## src/rtl/seq_mult_responder.sv

```systemverilog
// seq_mult_responder
//   Iterative unsigned shift-add multiplier. It is the responder side of the
//   calc_start/done level handshake. Each RUN cycle consumes STEP_BITS
//   multiplier bits, so one product takes N = WIDTH/STEP_BITS cycles.
//
// Parameters
//   WIDTH      operand width; the result is 2*WIDTH bits wide
//   STEP_BITS  multiplier bits consumed per RUN cycle; must divide WIDTH
//
// Ports
//   CLK         in   clock
//   RST         in   synchronous reset, active-low; aborts any multiply
//   calc_start  in   request level; operands are sampled on the IDLE->RUN edge
//   dataa       in   multiplicand, unsigned
//   datab       in   multiplier, unsigned
//   result      out  exact product dataa*datab (registered)
//   done        out  result valid; held until calc_start drops (registered)
module seq_mult_responder #(
  parameter int WIDTH     = 18,
  parameter int STEP_BITS = 1
) (
  input  logic               CLK,
  input  logic               RST,
  input  logic               calc_start,
  input  logic [WIDTH-1:0]   dataa,
  input  logic [WIDTH-1:0]   datab,
  output logic [2*WIDTH-1:0] result,
  output logic               done
);

  localparam int N     = WIDTH / STEP_BITS;
  localparam int PW    = 2 * WIDTH;
  localparam int CNT_W = (N > 1) ? $clog2(N) : 1;
  localparam logic [CNT_W-1:0] CNT_LAST = CNT_W'(N - 1);

  typedef enum logic [1:0] {
    IDLE = 2'd0,
    RUN  = 2'd1,
    DONE = 2'd2
  } state_t;

  state_t            state_q, state_d;
  logic [PW-1:0]     mcand_q, mcand_d;
  logic [WIDTH-1:0]  mplier_q, mplier_d;
  logic [PW-1:0]     acc_q, acc_d;
  logic [CNT_W-1:0]  cnt_q, cnt_d;
  logic [PW-1:0]     result_q, result_d;
  logic              done_q, done_d;

  // The multiplicand is pre-shifted left by STEP_BITS each cycle instead of
  // shifting the partial product by cnt*STEP_BITS, which avoids a barrel
  // shifter. The partial product is therefore always aligned to acc.
  logic [PW-1:0] partial;
  logic [PW-1:0] acc_sum;

  assign partial = mcand_q * PW'(mplier_q[STEP_BITS-1:0]);
  assign acc_sum = acc_q + partial;

  always_ff @(posedge CLK) begin
    if (!RST) begin
      state_q  <= IDLE;
      mcand_q  <= '0;
      mplier_q <= '0;
      acc_q    <= '0;
      cnt_q    <= '0;
      result_q <= '0;
      done_q   <= 1'b0;
    end else begin
      state_q  <= state_d;
      mcand_q  <= mcand_d;
      mplier_q <= mplier_d;
      acc_q    <= acc_d;
      cnt_q    <= cnt_d;
      result_q <= result_d;
      done_q   <= done_d;
    end
  end

  always_comb begin
    state_d  = state_q;
    mcand_d  = mcand_q;
    mplier_d = mplier_q;
    acc_d    = acc_q;
    cnt_d    = cnt_q;
    result_d = result_q;
    done_d   = done_q;

    unique case (state_q)
      IDLE: begin
        done_d = 1'b0;
        if (calc_start) begin
          mcand_d  = PW'(dataa);
          mplier_d = datab;
          acc_d    = '0;
          cnt_d    = '0;
          state_d  = RUN;
        end
      end

      RUN: begin
        // A dropped request wins over completion, even on the last step;
        // result keeps the previous product.
        if (!calc_start) begin
          state_d = IDLE;
          done_d  = 1'b0;
        end else begin
          acc_d    = acc_sum;
          mcand_d  = mcand_q << STEP_BITS;
          mplier_d = mplier_q >> STEP_BITS;
          cnt_d    = cnt_q + CNT_W'(1);
          if (cnt_q == CNT_LAST) begin
            result_d = acc_sum;
            done_d   = 1'b1;
            state_d  = DONE;
          end
        end
      end

      DONE: begin
        if (!calc_start) begin
          done_d  = 1'b0;
          state_d = IDLE;
        end
      end

      default: begin
        done_d  = 1'b0;
        state_d = IDLE;
      end
    endcase
  end

  assign result = result_q;
  assign done   = done_q;

endmodule

```

## config.mk

```make
export PLATFORM = sky130hd
export DESIGN_NAME = seq_mult_responder
export DESIGN_NICKNAME = d
export VERILOG_FILES = /design/src/rtl/seq_mult_responder.sv
export SDC_FILE = /design/constraint.sdc
export NUM_CORES = 1
export LEC_CHECK = 0
export CAP_MARGIN = 20
export CELL_PAD_IN_SITES_DETAIL_PLACEMENT = 0
export CELL_PAD_IN_SITES_GLOBAL_PLACEMENT = 1
export CORE_MARGIN = 1
export CORE_UTILIZATION = 46
export CTS_BUF_LIST = sky130_fd_sc_hd__clkbuf_8 sky130_fd_sc_hd__clkbuf_16
export DETAILED_ROUTE_END_ITERATION = 10
export PLACE_DENSITY = 0.93
export SLEW_MARGIN = 20
export SYNTH_ARGS = -nofsm -noshare
export SYNTH_HDL_FRONTEND = slang
export SYNTH_SLANG_ARGS = --single-unit
```

## constraint.sdc

```tcl
create_clock -name CLK -period 5.62 [get_ports CLK]
set_clock_uncertainty 0.1 [all_clocks]
set_input_delay 1.686 -clock CLK [delete_from_list [all_inputs] [get_ports CLK]]
set_output_delay 1.686 -clock CLK [all_outputs]
set_load 0.05 [all_outputs]
```

# == After elaboration in Yosys (flattened, before gate mapping) ==
# Index checks and enable logic that the tools add are counted.
# word_totals
inputBits,39
regBits,134
# classes
n_reduce_logical,6
n_eq_ne,7
mux,21
add_sub_neg,2
mul,1
# op_table
cell,n
$mux 36,4
$pmux 36 s2,2
$add 36x36->36,1
$mul 36x1->36,1
$mux 18,2
$pmux 18 s2,1
$mux 5,2
$pmux 5 s2,1
$reduce_and 3->1,3
$mux 2,4
$ne 2x2->1 const B,3
$pmux 2 s3,1
$add 5x1->5 const B,1
$eq 5x5->1 const B,1
$mux 1,3
$ne 3x3->1 const B,1
$eq 2x1->1 const B,1
$eq 2x2->1 const B,1
$logic_not 2->1,1
$pmux 1 s2,1
$reduce_and 2->1,1
$reduce_bool 2->1,1

# == Longest topological paths before layout ==
# logic_depth
word_depth,4
mapped_depth,14
mapped_depth_nobuf,12

# == Worst setup path after synthesis ==
# Ideal clock, no wire load.
# synth_timing
kind,input to register
from,input port calc_start
to,register result_q[32] (netlist: result[32])
setup_time_ns,0.062
slack_ns,2.360
required_time_ns,5.458
cell_stages,7
arrival_ns,3.098
cell_sequence,nor2b_1 -> clkbuf_1 -> and2_1 -> clkbuf_1 -> nand2_1 -> or4_1 -> nand3_1
# synth_between
elab_chain_cells,1
# synth_lines
item,line_no,text
from (decl),24,"input logic calc_start,"
$reduce_and 3->1 (no line),-,
to (signal assigned),74,result_q <= result_d;
to (decl),47,"logic [PW-1:0] result_q, result_d;"
# No other way between the ends.
# A chain may end at the register's enable or synchronous reset.

# == Worst setup path after layout ==
# layout_timing
from,register mplier_q[0]
to,register result_q[34] (netlist: result[34])
# layout_between
elab_chain_cells,2
# layout_lines
item,line_no,text
from (decl),44,"logic [WIDTH-1:0] mplier_q, mplier_d;"
from (signal assigned),71,mplier_q <= mplier_d;
$mul 36x1->36,56,assign partial = mcand_q * PW'(mplier_q[STEP_BITS-1:0]);
$add 36x36->36,57,assign acc_sum = acc_q + partial;
# No other way between the ends.

==> flow_metrics.env <==
export IMPL_finalSetupViolations=0
export IMPL_cts_setup_buffers=0
export IMPL_p_int_mw=1.72
export IMPL_clk_latency_ns=0.42
export IMPL_cpLargestDelayFamily="compound AO/OA/AOI/OAI gates"
export IMPL_period_share_pct=68.0
export IMPL_synth_warnings=0
export IMPL_ant_nets=0
export IMPL_viasPerCell=5.53
export IMPL_powerDensity_nw_per_um2=259
export IMPL_rows=45
export IMPL_crit_type="reg -> reg"
export IMPL_cts_resized=0
export IMPL_synth_edf_count=0
export IMPL_routed_wl_mm=16.6
export IMPL_max_stage_delay_ns=0.62
export IMPL_period_needed_ns=3.82
export IMPL_place_area_um2=7970
export IMPL_final_common_cell="dfxtp_1"
export IMPL_syn_to_final_growth_pct=20.6
export IMPL_synth_cell_type_count=63
export IMPL_syn_inst=847
export IMPL_netlist_area_um2=7100
export IMPL_crit_required_ns=5.80
export IMPL_power_mw=2.22
export IMPL_holdWs_ns=0.350
export IMPL_dp_hpwl_mm=11.5
export IMPL_critPathBufInv=0
export IMPL_status="completed"
export IMPL_maxSlewHeadroom_pct=36.2
export IMPL_fin_util_pct=56.5
export IMPL_min_path_type="reg -> reg"
export IMPL_wl_per_cell_um=15.1
export IMPL_p_leak_nw=3.43
export IMPL_final_area_um2=8560
export IMPL_hold_viol=0
export IMPL_critPathArrivalTime_ns=4.00
export IMPL_worst_setup_path_end_kind="register"
export IMPL_peakVddDrop_uv=201
export IMPL_antenna_found_initial=0
export IMPL_die_w_um=126
export IMPL_ys_flop_type="dfxtp_1"
export IMPL_drv_slew=0
export IMPL_p_switching_uw=501
export IMPL_cap_violations=0
export IMPL_cts_sinks=134
export IMPL_yosysSeqAreaShare_pct=37.8
export IMPL_fin_tns_setup_ns=0
export IMPL_port_buffers=75
export IMPL_dr_pass1_iters=5
export IMPL_initial_core_util_pct=46.9
export IMPL_grt_max_degree=81
export IMPL_clkTransAtPathRegs_ns=0.06
export IMPL_grt_usage_pct=21.6
export IMPL_diodes=0
export IMPL_async_reset_ff_share_pct=0
export IMPL_p_clk_share_pct=49.3
export IMPL_synth_nets=924
export IMPL_fillCellCount=1389
export IMPL_place_gp_congestion=0.936
export IMPL_share_comb_of_total_power_pct=6.0
export IMPL_gr_total_overflow=0
export IMPL_start_kind="register"
export IMPL_crit_chain="and2_1 -> ha_1 -> fa_1 -> a211oi_1 -> nor2_1 -> o31ai_2 -> a21boi_4 -> a31oi_4 -> o22ai_1 -> o22ai_1 -> xor2_1 -> a211oi_1"
export IMPL_layout_common_cells="dfxtp_1, nand2_1, nor2_1"
export IMPL_cts_buffers=17
export IMPL_crit_slowest_cell="dfxtp_1"
export IMPL_ctsLongestPathBuffers=2
export IMPL_num_vias=6061
export IMPL_grt_pass1_vias=5632
export IMPL_avgSynthCellArea_um2=8.39
export IMPL_die_y_um=126
export IMPL_ys_ff_latch=134
export IMPL_htree_levels=4
export IMPL_core_area_um2=15100
export IMPL_tightest_slew_ns=0.956
export IMPL_clockRootBuffer="clkbuf_16"
export IMPL_p_seq_share_pct=44.7
export IMPL_pin_count=76
export IMPL_drt_iter0_drc=397
export IMPL_drive_above_1_share_pct=6.27
export IMPL_max_freq_mhz=262
export IMPL_drc=0
export IMPL_postCtsHoldBufs=0
export IMPL_dieArea_um2=15900
export IMPL_nets=973
export IMPL_rsz0062_at_grt="no"
export IMPL_grt_first_pass_wirelength_mm=27.4
export IMPL_cts_tree="built"
export IMPL_swShare_pct=22.6
export IMPL_path_max_fanout=37
worst paths after layout:
| kind | to | from | cells after the start | slack, ns |
|---|---|---|---|---|
| worst min register to register | mplier_q[17] | mplier_q[17] | 2 | 0.35 |
| worst max register to register | result[34] | mplier_q[0] | 12 | 1.80 |
| worst max-delay path | result[34] | mplier_q[0] | 12 | 1.80 |
| worst min-delay path | mplier_q[17] | mplier_q[17] | 2 | 0.35 |
through the flow:
stage,instances,setup slack [ns]
after floorplan,847,2.36
after global placement,1065,1.61
after detailed placement,1065,1.55
after CTS,1097,1.84
after global routing,1097,1.59
final,1097,1.80
sequential cells by signal (all words and copies together), names as in the netlist:
| register | count |
|---|---|
| state_q | 2 |
| cnt_q | 5 |
| mcand_q | 36 |
| mplier_q | 18 |
| done | 1 |
| result | 36 |
| acc_q | 36 |
power by group through the flow:
stage	registers (mW)	clock network (mW)	logic (mW)
finish	0.991	1.09	0.134
global route	0.995	1.15	0.147
CTS	0.991	1.11	0.135
detailed placement	1.01	0	0.134
global placement	1.01	0	0.133
floorplan	1.00	0	0.0917
layout make-up:
class,instances,area (um2),share of cell area (%)
flip-flops and latches,134,2680,31.3
repair buffers,85,838,9.79
well taps,188,235,2.75
clock inverters,8,71.3,0.833
clock buffers,24,522,6.09
inverters,7,26.3,0.307
multi-input cells,651,4190,48.9
cell families after synthesis:
| family | synth area share, % |
|---|---|
| simple gates | 20.3 |
| compound gates | 21.9 |
| flops | 37.8 |
| buf+inv | 3.40 |
| xor+xnor | 4.69 |
| fa+ha+maj | 6.80 |
| mux | 5.07 |
tightest hold or removal path, cell delays in order (launching register included):
cell and delay (ns):
dfxtp_1 0.31, nand2_1 0.05, a21oi_1 0.05
layer usage:
layer	vias to the layer above	wire length, um	global-route usage (%)
met5	-	0	0
met4	0	284	7.65
met1	2802	8160	28.7
li1	3117	-	-
met3	23	539	4.46
met2	119	7600	34.7
synthesized netlist by cell type, types with 2 or more instances:
master / instances / share of area [%]
inv_1: 6 / 0.32
a22oi_1: 13 / 1.4
a211oi_1: 39 / 4.1
o21a_1: 4 / 0.42
o31ai_2: 2 / 0.35
clkbuf_1: 45 / 2.4
o21bai_1: 6 / 0.63
a22o_1: 15 / 1.8
or3_1: 3 / 0.26
a41oi_1: 2 / 0.25
nor3_1: 6 / 0.42
nand3_1: 35 / 2.5
o31ai_1: 2 / 0.21
nand4_1: 9 / 0.79
a221o_1: 2 / 0.28
mux2i_1: 36 / 5.1
ha_1: 37 / 6.5
dfxtp_1: 134 / 38
nor2_1: 78 / 4.1
and2_1: 40 / 3.5
a31oi_1: 2 / 0.18
buf_1: 8 / 0.42
a21o_1: 17 / 1.8
nor2b_1: 3 / 0.26
o21ai_0: 21 / 1.5
xnor2_1: 20 / 2.5
o22ai_1: 2 / 0.18
and3_1: 7 / 0.62
nand2_1: 120 / 6.3
o211ai_1: 4 / 0.42
nand3b_1: 3 / 0.32
a21oi_1: 76 / 5.4
xor2_1: 18 / 2.2
nand2b_1: 3 / 0.26
Power figures use the tool's default switching activity.
